==> src/rtl/alu_pkg.sv <==
// Shared encodings and the decoded-op record used between the decoder and
// the issue pipeline.
package alu_pkg;

    localparam int DATA_W    = 32;
    localparam int ALU_OPC_W = 4;

    localparam logic [ALU_OPC_W-1:0] ALU_ADD = 4'd0;
    localparam logic [ALU_OPC_W-1:0] ALU_SUB = 4'd1;
    localparam logic [ALU_OPC_W-1:0] ALU_SLL = 4'd2;
    localparam logic [ALU_OPC_W-1:0] ALU_XOR = 4'd3;
    localparam logic [ALU_OPC_W-1:0] ALU_SRL = 4'd4;
    localparam logic [ALU_OPC_W-1:0] ALU_SRA = 4'd5;
    localparam logic [ALU_OPC_W-1:0] ALU_OR  = 4'd6;
    localparam logic [ALU_OPC_W-1:0] ALU_AND = 4'd7;

    localparam logic [6:0] OPC_OP     = 7'b0110011;
    localparam logic [6:0] OPC_OP_IMM = 7'b0010011;
    localparam logic [6:0] OPC_LUI    = 7'b0110111;
    localparam logic [6:0] OPC_BRANCH = 7'b1100011;

    localparam logic [2:0] F3_ADD_SUB = 3'b000;
    localparam logic [2:0] F3_SLL     = 3'b001;
    localparam logic [2:0] F3_SLT     = 3'b010;
    localparam logic [2:0] F3_SLTU    = 3'b011;
    localparam logic [2:0] F3_XOR     = 3'b100;
    localparam logic [2:0] F3_SR      = 3'b101;
    localparam logic [2:0] F3_OR      = 3'b110;
    localparam logic [2:0] F3_AND     = 3'b111;
    localparam logic [2:0] F3_BEQ     = 3'b000;
    localparam logic [2:0] F3_BNE     = 3'b001;

    localparam logic [6:0] F7_BASE = 7'b0000000;
    localparam logic [6:0] F7_ALT  = 7'b0100000;

    typedef struct packed {
        logic [ALU_OPC_W-1:0] opcode;
        logic [DATA_W-1:0]    a;
        logic [DATA_W-1:0]    b;
        logic [4:0]           rd;
        logic                 we;
        logic                 is_beq;
        logic                 is_bne;
        logic                 illegal;
        logic [DATA_W-1:0]    br_target;
    } dec_op_t;

    function automatic logic [DATA_W-1:0] b_imm(input logic [31:0] instr);
        return {{19{instr[31]}}, instr[31], instr[7], instr[30:25], instr[11:8], 1'b0};
    endfunction

endpackage

==> src/rtl/alu_issue_decode.sv <==
// Combinational RV32I decode into ALU opcode, operands and writeback sideband.
module alu_issue_decode
    import alu_pkg::*;
(
    input  logic [31:0]       instr,
    input  logic [DATA_W-1:0] rs1,
    input  logic [DATA_W-1:0] rs2,
    input  logic [DATA_W-1:0] pc,
    output dec_op_t           op
);

    logic [6:0]           opc;
    logic [2:0]           f3;
    logic [6:0]           f7;
    logic [4:0]           rd;
    logic [DATA_W-1:0]    imm_i;
    logic                 legal;
    logic                 writes;
    logic                 beq;
    logic                 bne;
    logic [ALU_OPC_W-1:0] aop;
    logic [DATA_W-1:0]    a;
    logic [DATA_W-1:0]    b;

    assign opc   = instr[6:0];
    assign f3    = instr[14:12];
    assign f7    = instr[31:25];
    assign rd    = instr[11:7];
    assign imm_i = {{20{instr[31]}}, instr[31:20]};

    always_comb begin
        legal  = 1'b1;
        writes = 1'b1;
        beq    = 1'b0;
        bne    = 1'b0;
        aop    = ALU_ADD;
        a      = rs1;
        b      = rs2;
        case (opc)
            OPC_OP: begin
                case (f3)
                    F3_ADD_SUB: begin
                        if (f7 == F7_ALT)       aop = ALU_SUB;
                        else if (f7 != F7_BASE) legal = 1'b0;
                    end
                    F3_SLL: begin
                        aop = ALU_SLL;
                        b   = {27'b0, rs2[4:0]};
                        if (f7 != F7_BASE) legal = 1'b0;
                    end
                    F3_XOR: begin
                        aop = ALU_XOR;
                        if (f7 != F7_BASE) legal = 1'b0;
                    end
                    F3_SR: begin
                        b = {27'b0, rs2[4:0]};
                        if (f7 == F7_ALT)       aop = ALU_SRA;
                        else if (f7 == F7_BASE) aop = ALU_SRL;
                        else                    legal = 1'b0;
                    end
                    F3_OR: begin
                        aop = ALU_OR;
                        if (f7 != F7_BASE) legal = 1'b0;
                    end
                    F3_AND: begin
                        aop = ALU_AND;
                        if (f7 != F7_BASE) legal = 1'b0;
                    end
                    default: legal = 1'b0;
                endcase
            end
            OPC_OP_IMM: begin
                b = imm_i;
                case (f3)
                    F3_ADD_SUB: aop = ALU_ADD;
                    F3_XOR:     aop = ALU_XOR;
                    F3_OR:      aop = ALU_OR;
                    F3_AND:     aop = ALU_AND;
                    F3_SLL: begin
                        aop = ALU_SLL;
                        b   = {27'b0, instr[24:20]};
                        if (f7 != F7_BASE) legal = 1'b0;
                    end
                    F3_SR: begin
                        b = {27'b0, instr[24:20]};
                        if (f7 == F7_ALT)       aop = ALU_SRA;
                        else if (f7 == F7_BASE) aop = ALU_SRL;
                        else                    legal = 1'b0;
                    end
                    default: legal = 1'b0;
                endcase
            end
            OPC_LUI: begin
                a = '0;
                b = {instr[31:12], 12'b0};
            end
            OPC_BRANCH: begin
                aop    = ALU_SUB;
                writes = 1'b0;
                if (f3 == F3_BEQ)      beq = 1'b1;
                else if (f3 == F3_BNE) bne = 1'b1;
                else                   legal = 1'b0;
            end
            default: legal = 1'b0;
        endcase
    end

    // Illegal ops still flow down the pipe as a harmless ADD 0+0.
    always_comb begin
        op.opcode    = legal ? aop : ALU_ADD;
        op.a         = legal ? a : '0;
        op.b         = legal ? b : '0;
        op.rd        = (legal && writes) ? rd : 5'd0;
        op.we        = legal && writes && (rd != 5'd0);
        op.is_beq    = legal && beq;
        op.is_bne    = legal && bne;
        op.illegal   = !legal;
        op.br_target = pc + b_imm(instr);
    end

endmodule

==> src/rtl/alu_issue_unit.sv <==
// Two-stage ALU requester: E drives the external ALU, W captures its result
// plus writeback/branch sideband for the downstream consumer.
module alu_issue_unit
    import alu_pkg::*;
#(
    parameter int XLEN  = 32,
    parameter int OPC_W = 4
) (
    input  logic             clk,
    input  logic             rst_n,
    input  logic             in_valid,
    output logic             in_ready,
    input  logic [31:0]      in_instr,
    input  logic [XLEN-1:0]  in_rs1,
    input  logic [XLEN-1:0]  in_rs2,
    input  logic [XLEN-1:0]  in_pc,
    output logic [OPC_W-1:0] alu_opcode,
    output logic [XLEN-1:0]  alu_a,
    output logic [XLEN-1:0]  alu_b,
    input  logic [XLEN-1:0]  alu_y,
    input  logic             alu_zero,
    output logic             out_valid,
    input  logic             out_ready,
    output logic [XLEN-1:0]  out_result,
    output logic [4:0]       out_rd,
    output logic             out_we,
    output logic             out_br_taken,
    output logic [XLEN-1:0]  out_br_target,
    output logic             out_illegal
);

    dec_op_t dec;
    dec_op_t e_q;
    logic    valid_e;
    logic    valid_w;
    logic    adv_e;
    logic    adv_w;
    logic    in_fire;

    alu_issue_decode u_decode (
        .instr (in_instr),
        .rs1   (in_rs1),
        .rs2   (in_rs2),
        .pc    (in_pc),
        .op    (dec)
    );

    // A transfer happens on an edge where valid and ready are both high; a
    // stage advances when it is empty or the stage after it is advancing.
    assign adv_w    = !valid_w || out_ready;
    assign adv_e    = !valid_e || adv_w;
    assign in_ready = adv_e;
    assign in_fire  = in_valid && adv_e;

    // E keeps its last contents when emptied so the ALU inputs never glitch.
    always_ff @(posedge clk or negedge rst_n) begin
        if (!rst_n) begin
            valid_e <= 1'b0;
            e_q     <= '0;
        end else if (adv_e) begin
            valid_e <= in_fire;
            if (in_fire) e_q <= dec;
        end
    end

    assign alu_opcode = e_q.opcode;
    assign alu_a      = e_q.a;
    assign alu_b      = e_q.b;

    always_ff @(posedge clk or negedge rst_n) begin
        if (!rst_n) begin
            valid_w       <= 1'b0;
            out_result    <= '0;
            out_rd        <= '0;
            out_we        <= 1'b0;
            out_br_taken  <= 1'b0;
            out_br_target <= '0;
            out_illegal   <= 1'b0;
        end else if (adv_w) begin
            valid_w <= valid_e;
            if (valid_e) begin
                out_result    <= alu_y;
                out_rd        <= e_q.rd;
                out_we        <= e_q.we;
                out_br_taken  <= (e_q.is_beq && alu_zero) || (e_q.is_bne && !alu_zero);
                out_br_target <= e_q.br_target;
                out_illegal   <= e_q.illegal;
            end
        end
    end

    assign out_valid = valid_w;

endmodule

==> config.mk <==
export PLATFORM = sky130hd
export DESIGN_NAME = alu_issue_unit
export DESIGN_NICKNAME = d
export VERILOG_FILES = /design/src/rtl/alu_pkg.sv /design/src/rtl/alu_issue_decode.sv /design/src/rtl/alu_issue_unit.sv
export SDC_FILE = /design/constraint.sdc
export NUM_CORES = 1
export LEC_CHECK = 0
export BUFFER_PORTS_ARGS = -buffer_cell sky130_fd_sc_hd__buf_4
export CORE_ASPECT_RATIO = 0.5
export CORE_MARGIN = 4
export CORE_UTILIZATION = 30
export CTS_BUF_LIST = sky130_fd_sc_hd__clkbuf_8
export DETAILED_ROUTE_END_ITERATION = 12
export SYNTH_ARGS = -nofsm -noshare
export SYNTH_HDL_FRONTEND = slang
export SYNTH_SLANG_ARGS = --single-unit
export TNS_END_PERCENT = 50
==> constraint.sdc <==
create_clock -name clk -period 4.5 [get_ports clk]
set_clock_uncertainty 0.05 [all_clocks]
set_input_delay 0.9 -clock clk [delete_from_list [all_inputs] [get_ports clk]]
set_output_delay 0.9 -clock clk [all_outputs]
set_load 0.03 [all_outputs]
==> results_dict.tcl, run 1 <==
set metrics [dict create \
    rr_endpoint "e_q[33]" \
    hold_viol_final 0 \
    ctsResizeCount 0 \
    drtPass1Iterations 5 \
    synth_common_cells "dfrtp_1, nand2_1, mux2_2" \
    num-nets-final 1285 \
    hpwlAfterDp_um 20800 \
    hold_path_class "in -> async" \
    syn_area_mm2 0.00943 \
    crit_arrival_ps 3400 \
    highest_layer "met4" \
    antenna_found_initial 0 \
    synth_top_family_by_area "compound AO/OA/AOI/OAI gates" \
    syn_to_final_growth_pct 27.1 \
    crit_fanout 6 \
    ys_dominant_reg_cell "dfrtp_1" \
    yosysTopAreaCell "dfrtp_1" \
    synth_cell_types 65 \
    period_share_pct 68.1 \
    cts_buffer_depth 2 \
    finalCriticalPeriod_ps 3070 \
    synth_area_leaders "dfrtp_1, mux2_2, buf_4, a32o_1, ha_1" \
    dieArea_mm2 0.0345 \
    drc 0 \
    htree_levels 4 \
    end_kind "register" \
    status "complete, no violations" \
    drive_gt1_share_pct 39.1 \
    vias 7519 \
    rsz0062_at_grt "no" \
    drv_slew 0 \
    synth_edf_count 0 \
    fin_util_pct 39.1 \
    crit_type "in -> reg" \
    overflow 0 \
    grt_pass1_wl_um 43100 \
    power_leakage_nw 5.61 \
    pin_count 307 \
    max_freq_mhz 326 \
    start_util_pct 30.8 \
    synth_most_common_cell "dfrtp_1" \
    hold_ws_ps 366 \
    async_reset_ff_share_pct 100 \
    fp.coreArea_mm2 0.0306 \
    cap_violations 0 \
    synth_top_area_share_pct 48.3 \
    routed_wl_um 27800 \
    timing.critical_path.buf_inv 2 \
    cts_setup_buffers 0 \
    synth-compound-area-share_pct 18.9 \
    yosys.area_share.simple_pct 9.26 \
    antennaDiodeCount 0 \
    grt_max_degree 108 \
    tritoncts "built" \
    clk_pin_slew_worst_paths_ps 100 \
    cp-start-kind "input pin" \
    grt_usage_pct 15.8 \
    die_w_um 259 \
    cp_cell_sequence "buf_4 > ha_1 > inv_1 > fa_1 > nor2b_1 > o211ai_1 > a2111oi_2 > nor2_1 > a2111oi_0 > o21ai_0 > o311ai_0" \
    finalSetupTns_ps 0 \
    synth_seq_area_share_pct 48.3 \
    rows 45 \
    worst-r2r-setup-slack_ps 2200 \
    clk_latency_ps 490 \
    ir_worst_vdd_v 0.000215 \
    synth_adder_area_share_pct 4.19 \
    power_density_mw_per_mm2 372 \
    cts-root-buf "clkbuf_8" \
    m1WireLength_um 11500 \
    wl_met2_um 14500 \
    gp_congestion 0.842 \
    yosys.area_share.xor_xnor_pct 1.95 \
    drtIter0Drc 589 \
    route.met3.wl_um 1030 \
    cp.required_ps 4830 \
    power.total_mw 4.46 \
    slowest_stage "a2111oi_0" \
    port_buffers 305 \
    critical_path.max_stage_delay_ps 490 \
    cts_hold_buf 0 \
    cts_buffers 17 \
    post_drt_wl_per_cell_um 18.2 \
    syn_area_per_cell_um2 10.7 \
    cts.sinks 182 \
    syn_nets 1077 \
    die_height_um 133 \
    antenna_left 0 \
    relSlewSlack_pct 26.3 \
    setup_viol 0 \
    critical_path.top_delay_family "compound AO/OA/AOI/OAI gates" \
    grt_pass1_vias 7584 \
    reg2reg_depth 5 \
    synth_mux_area_share_pct 8.59 \
    worstMarginPinSlew_ps 1110 \
    ys_warn_count 0 \
    worstReg2RegStart "valid_e" \
    via_per_inst 4.93 \
    synthCells 881 \
    synth.ff_latch_count 182 \
]
==> cells by family (layout without fill, tap and decap cells) <==
logic type	Yosys count	in the layout
AO/OA/AOI/OAI	248	248
AND/OR/NAND/NOR	189	189
flip-flops	182	182
buffers and inverters	137	358
multiplexers	72	72
adder cells (fa/ha/maj)	31	31
XOR/XNOR	21	21
other	1	1
==> final cells by class <==
class                           instances  area, um^2
Fill cell                            3065       18600
Multi-Input combinational cell        562        4060
Clock inverter                         12         141
Clock buffer                           20         275
Tap cell                              423         529
Timing Repair Buffer                  314        2380
Sequential cell                       182        4550
Inverter                               12        45.0
==> worst register-to-register path, cell delays in order (launching register included) <==
cell and delay, ps:
dfrtp_1 420, nand3b_1 200, nand2_4 850, buf_4 500
nand2_1 130, o41ai_2 60
==> flip-flops by register name, summed over array words and instances, names as in the netlist <==
signal,count
alu_opcode,3
out_valid,1
alu_a,32
out_rd,5
valid_e,1
out_we,1
out_br_target,32
out_br_taken,1
alu_b,32
e_q,41
out_illegal,1
out_result,32
==> cells in the final DEF, fill, tap and decap left out, drive strengths merged, types with 30 or more instances in the layout <==
master and instances:
buf 313, o21ai 72, mux2 71, nand2 95, a21oi 40, ha 30, nor2 30, dfrtp 182
a32o 45
==> report_power, final <==
group          internal, mW  leakage [nW]  total [mW]  switching, mW
Combinational         0.552          3.08        1.30          0.752
Sequential             1.85          2.33        1.96          0.115
Clock                 0.546         0.200        1.19          0.644
==> how the worst max path moves through the flow <==
stage | slack, ps | depth (start not counted) | endpoint | start
2_1_floorplan | 1420 | 9 | e_q[29] | in_instr[8]
3_3_place_gp | 950 | 11 | e_q[29] | in_instr[8]
3_5_place_dp | 930 | 11 | e_q[29] | in_instr[8]
4_1_cts | 1460 | 11 | e_q[29] | in_instr[8]
5_1_grt | 960 | 11 | e_q[29] | in_instr[8]
6_report | 1430 | 11 | e_q[29] | in_instr[8]
==> stage by stage <==
step                instances  setup slack [ps]  cell area (um^2)
floorplan                 881              1420              9430
global placement         1493               948             11600
detailed placement       1493               929             11600
CTS                      1525              1460             12000
global route             1525               959             12000
finish                   1525              1430             12000
==> metal layers <==
metal | vias to the layer above | GRT usage (%)
met3 | 41 | 3.34
met2 | 163 | 27.6
li1 | 3574 | -
met4 | 0 | 6.05
met5 | - | 0
met1 | 3741 | 19.4
No activity file was read; power rests on OpenSTA's default activity.
==> run 2: changes to the inputs <==
clock period = 2.6 ns   (was 4.5 ns; I/O delays follow)
==> run 2 against run 1 <==
Hold slack lost 190 ps. Clock power grew 89%. Clock-buffer cell count down 3. Utilization grew 2.7 points. Sequential share of layout area down 2.5 points. Total power grew 82%. Routed wire length increased by 3.3%. Non-clock buffer count grew 90. Final area up 7.0%. Via count is 5.1% higher. Sequential power increased by 73%. Setup slack lost 1300 ps. Highest routed layer unchanged.
==> results_dict.tcl, run 2 (synthesized netlist as in run 1, its figures left out) <==
set metrics [dict create \
    status "complete, no violations" \
    num-nets-final 1375 \
    power_density_mw_per_mm2 632 \
    rows 45 \
    dieArea_mm2 0.0345 \
    mostFrequentLayoutCell "buf_4" \
    setup_viol 0 \
    fin_cells 1616 \
    grt_pass1_wl_um 45300 \
    drc 0 \
    largest_reg_flops 41 \
    post_drt_wl_per_cell_um 17.8 \
    fin_util_pct 41.8 \
    gp_congestion 0.848 \
    grt_usage_pct 16.5 \
    critical_path.max_stage_delay_ps 400 \
    worstMarginPinSlew_ps 745 \
    port_buffers 305 \
    fill_cells 2974 \
    power.total_mw 8.10 \
    crit_arrival_ps 2810 \
    grt_max_degree 71 \
    cp-start-kind "input pin" \
    relSlewSlack_pct 50.2 \
    drtIter0Drc 490 \
    cap_violations 0 \
    finalSetupTns_ps 0 \
    crit_type "in -> reg" \
    cts_buffer_depth 2 \
    hold_path_class "in -> reg" \
    end_kind "register" \
    grt_pass1_vias 8289 \
    syn_to_final_growth_pct 36.0 \
    clk_pin_slew_worst_paths_ps 100 \
    slowest_stage "fa_1" \
    largest-register "e_q" \
    die_w_um 259 \
    hpwlAfterDp_um 22000 \
    via_per_inst 4.89 \
    pin_count 307 \
    antenna_found_initial 1 \
    max_freq_mhz 400 \
    clk_latency_ps 490 \
    tritoncts "built" \
    overflow 0 \
    hold-path-cell-count 3 \
    cts.sinks 182 \
    drtPass1Iterations 4 \
    fp.coreArea_mm2 0.0306 \
    reg2reg_depth 4 \
    crit_fanout 3 \
    drive_gt1_share_pct 44.1 \
    drv_slew 0 \
    multi_input_area_mm2 0.00410 \
    period_share_pct 96.1 \
    layout_common_cells "buf_4, dfrtp_1, nand2_1" \
    cp.required_ps 2910 \
    setup_ws_ps 102 \
    cp_cell_sequence "buf_4 > ha_1 > inv_1 > fa_1 > nor2b_2 > o211ai_1 > a2111oi_2 > buf_4 > o211ai_1 > a211oi_2 > or4_1 > a31oi_1" \
    routed_wl_um 28700 \
    vias 7899 \
    htree_levels 4 \
    finalCriticalPeriod_ps 2500 \
    hold_viol_final 0 \
    die_height_um 133 \
    power_leakage_nw 6.09 \
    dp_slack_ps -404 \
    ir_worst_vdd_v 0.000344 \
    start_util_pct 30.8 \
    place_area_mm2 0.0123 \
    regArea_mm2 0.00455 \
    cts_buffers 17 \
    cts-root-buf "clkbuf_8" \
    antenna_left 0 \
    stdcell_area_mm2 0.0128 \
    hold_ws_ps 181 \
    placed_cells 1582 \
]
==> run 2: cell count changes in the layout (fill, tap and decap cells not counted), moves of 2 or more <==
cell       delta
buf_4        +83
a21oi_2       +2
a21oi_1       -2
clkbuf_8      -3
bufinv_16     +3
buf_12        +6
clkinv_2      +2
==> run 2: critical path, delay by kind of cell <==
family                     cells  cell delay (ps)
AOI/OAI and AO/OA              5             1040
adders and majority gates      2              610
buffers and inverters          3              340
and+or+nand+nor                2              280
==> run 2: final cells by class <==
type / instances / share of cell area, %
Sequential cell: 182 / 35.5
Multi-Input combinational cell: 562 / 32.0
Timing Repair Buffer: 404 / 24.4
Tap cell: 423 / 4.13
Clock buffer: 17 / 1.83
Clock inverter: 15 / 1.76
Inverter: 12 / 0.351
Antenna cell: 1 / 0.0195
==> run 2: path summary, 6_finish.rpt <==
path / endpoint / from / slack, ps
min reg2reg: e_q[2] / e_q[2] / 430
max reg2reg: e_q[6] / valid_e / 750
max in group asynchronous: alu_b[16] / rst_n / 1230
min in group asynchronous: alu_a[11] / rst_n / 560
min: e_q[0] / in_pc[0] / 180
max: e_q[31] / in_instr[8] / 100
==> run 2: power breakdown <==
group | total (mW) | switching [mW] | internal, mW
clock | 2.25 | 1.10 | 1.15
sequential | 3.40 | 0.196 | 3.20
combinational | 2.45 | 1.36 | 1.09
==> run 2: timing repair <==
item                                    in CTS  in global routing
hold buffers                                 1                  0
hold endpoints to repair                    64                  0
endpoints found under the setup margin       0                  5
gates resized for setup                      0                  5
setup buffers                                0                  0
==> run 2: metal layers <==
layer | GRT usage (%) | wire length (um) | vias to the layer above
met3 | 3.36 | 1020 | 45
met4 | 6.32 | 926 | 0
met2 | 28.7 | 14800 | 158
met5 | 0 | 0 | -
met1 | 20.4 | 12000 | 3941
li1 | - | - | 3755
==> run 3: changes to the inputs <==
PLACE_DENSITY_LB_ADDON = 0.1   (was default)
==> run 3 against run 2 <==
Utilization down 0.098 points. Hold slack worse by 13 ps. Flip-flop and latch count unchanged. Register-to-register slack got worse by 60 ps. Total power decreased by 3.1%. Routed wire length is 0.76% lower. First-iteration DRC count fell by 40%. Final area down 0.23%. Combinational power fell by 2%. Clock power is 9.8% lower. Critical path type unchanged. Critical endpoint is now e_q[29]. Largest power group unchanged.
==> results_dict.tcl, run 3 (synthesized netlist as in run 1, its figures left out) <==
set metrics [dict create \
    largest_reg_flops 41 \
    end_kind "register" \
    period_share_pct 93.3 \
    worstMarginPinSlew_ps 1140 \
    start_util_pct 30.8 \
    overflow 0 \
    critical_path.max_stage_delay_ps 390 \
    reg2reg_depth 6 \
    fin_util_pct 41.7 \
    hold-path-cell-count 3 \
    cp-start-kind "input pin" \
    worstReg2RegStart "valid_e" \
    grt_usage_pct 16.7 \
    drtPass1Iterations 4 \
    crit_arrival_ps 2740 \
    drc 0 \
    rows 45 \
    cts_buffer_depth 2 \
    die_height_um 133 \
    highest_layer "met4" \
    drive_gt1_share_pct 44.3 \
    crit_type "in -> reg" \
    power_density_mw_per_mm2 614 \
    cp.required_ps 2910 \
    grt_pass1_vias 8223 \
    relSlewSlack_pct 24.0 \
    post_drt_wl_per_cell_um 17.6 \
    hold_start "in_pc[0]" \
    stdcell_area_mm2 0.0128 \
    gp_congestion 0.839 \
    drv_slew 0 \
    drtIter0Drc 294 \
    wl_met2_um 14600 \
    hpwlAfterDp_um 21600 \
    fill_cells 3039 \
    cts.sinks 182 \
    mostFrequentLayoutCell "buf_4" \
    power_leakage_nw 6.10 \
    regArea_mm2 0.00455 \
    syn_to_final_growth_pct 35.6 \
    largest-register "e_q" \
    dieArea_mm2 0.0345 \
    fp.coreArea_mm2 0.0306 \
    ir_worst_vdd_v 0.000336 \
    vias 7792 \
    setup_viol 0 \
    grt_max_degree 70 \
    pin_count 307 \
    place_area_mm2 0.0124 \
    status "complete, no violations" \
    cp_cell_sequence "buf_4 > ha_1 > inv_1 > fa_1 > nor2b_1 > o211ai_1 > a2111oi_2 > buf_4 > nor2_2 > a2111oi_2 > o21ai_0 > o311ai_0" \
    slowest_stage "fa_1" \
    clk_pin_slew_worst_paths_ps 100 \
    worst-r2r-setup-slack_ps 690 \
    cap_violations 0 \
    antenna_left 0 \
    layout_common_cells "buf_4, dfrtp_1, nand2_1" \
    max_freq_mhz 412 \
    port_buffers 305 \
    clk_latency_ps 490 \
    rr_endpoint "e_q[23]" \
    cts-root-buf "clkbuf_8" \
    crit_fanout 6 \
    hold_path_class "in -> reg" \
    die_w_um 259 \
    whs_endpoint "e_q[0]" \
    antenna_found_initial 1 \
    grt_pass1_wl_um 45600 \
    tritoncts "built" \
    num-nets-final 1380 \
    via_per_inst 4.81 \
    finalCriticalPeriod_ps 2430 \
    route.met3.wl_um 978 \
    htree_levels 4 \
    hold_viol_final 0 \
    rsz0062_at_grt "no" \
    cts_buffers 17 \
    m1WireLength_um 12500 \
    multi_input_area_mm2 0.00409 \
    routed_wl_um 28500 \
]
## run 3: cell types whose count changed in the layout (fill, tap and decap cells not counted), sizes merged
| cell | previous run | this run |
|---|---|---|
| buf | 402 | 407 |
| bufinv | 5 | 2 |
| clkinv | 4 | 3 |
| clkinvlp | 3 | 1 |
| inv | 15 | 21 |
## run 3: report_power, final
group | switching [mW] | internal, mW | leakage [nW]
Combinational | 1.32 | 1.10 | 3.56
Clock | 1.15 | 0.883 | 0.209
Sequential | 0.204 | 3.20 | 2.33
Total | 2.67 | 5.18 | 6.10
## run 3: per-stage QoR
stage | power (mW) | hold slack, ps | TNS [ps] | instances | worst slack [ps]
floorplan | 4.77 | 174 | 0 | 881 | 15.3
global placement | 5.88 | 411 | -2720 | 1587 | -342
detailed placement | 5.91 | 411 | -3390 | 1587 | -384
CTS | 8.00 | 114 | 0 | 1620 | 158
global route | 8.32 | 152 | 0 | 1621 | 4.83
finish | 7.85 | 168 | 0 | 1621 | 175
## run 3: critical path: cells and delay by family
family | cells | cell delay [ps]
adder cells (fa/ha/maj) | 2 | 590
AO/OA/AOI/OAI | 5 | 1060
buffers and inverters | 3 | 340
AND/OR/NAND/NOR | 2 | 240
## run 3: repair_timing
item,CTS,global route
endpoints found under the hold margin,49,0
setup buffers,0,0
hold buffers,1,0
endpoints found under the setup margin,0,2
gates resized for setup,0,3
## run 3: worst max-delay path by stage
| stage | to | from | cells past startpoint |
|---|---|---|---|
| 3_3_place_gp | e_q[31] | in_instr[8] | 12 |
| 5_1_grt | e_q[31] | in_instr[8] | 12 |
| 3_5_place_dp | e_q[31] | in_instr[8] | 12 |
| 2_1_floorplan | e_q[31] | in_instr[8] | 10 |
| 6_report | e_q[29] | in_instr[8] | 12 |
| 4_1_cts | e_q[31] | in_instr[8] | 12 |
## run 3: area by class of cell
type                            count  area share, %
Inverter                           12          0.352
Sequential cell                   182           35.6
Tap cell                          423           4.14
Timing Repair Buffer              409           24.8
Multi-Input combinational cell    562           32.0
Clock buffer                       17           1.83
Antenna cell                        1         0.0196
Clock inverter                     15           1.31
## run 3: layer usage
layer	up-vias	GRT usage (%)
li1	3772	-
met1	3853	20.6
met2	142	29.7
met3	25	3.32
met4	0	4.82
met5	-	0
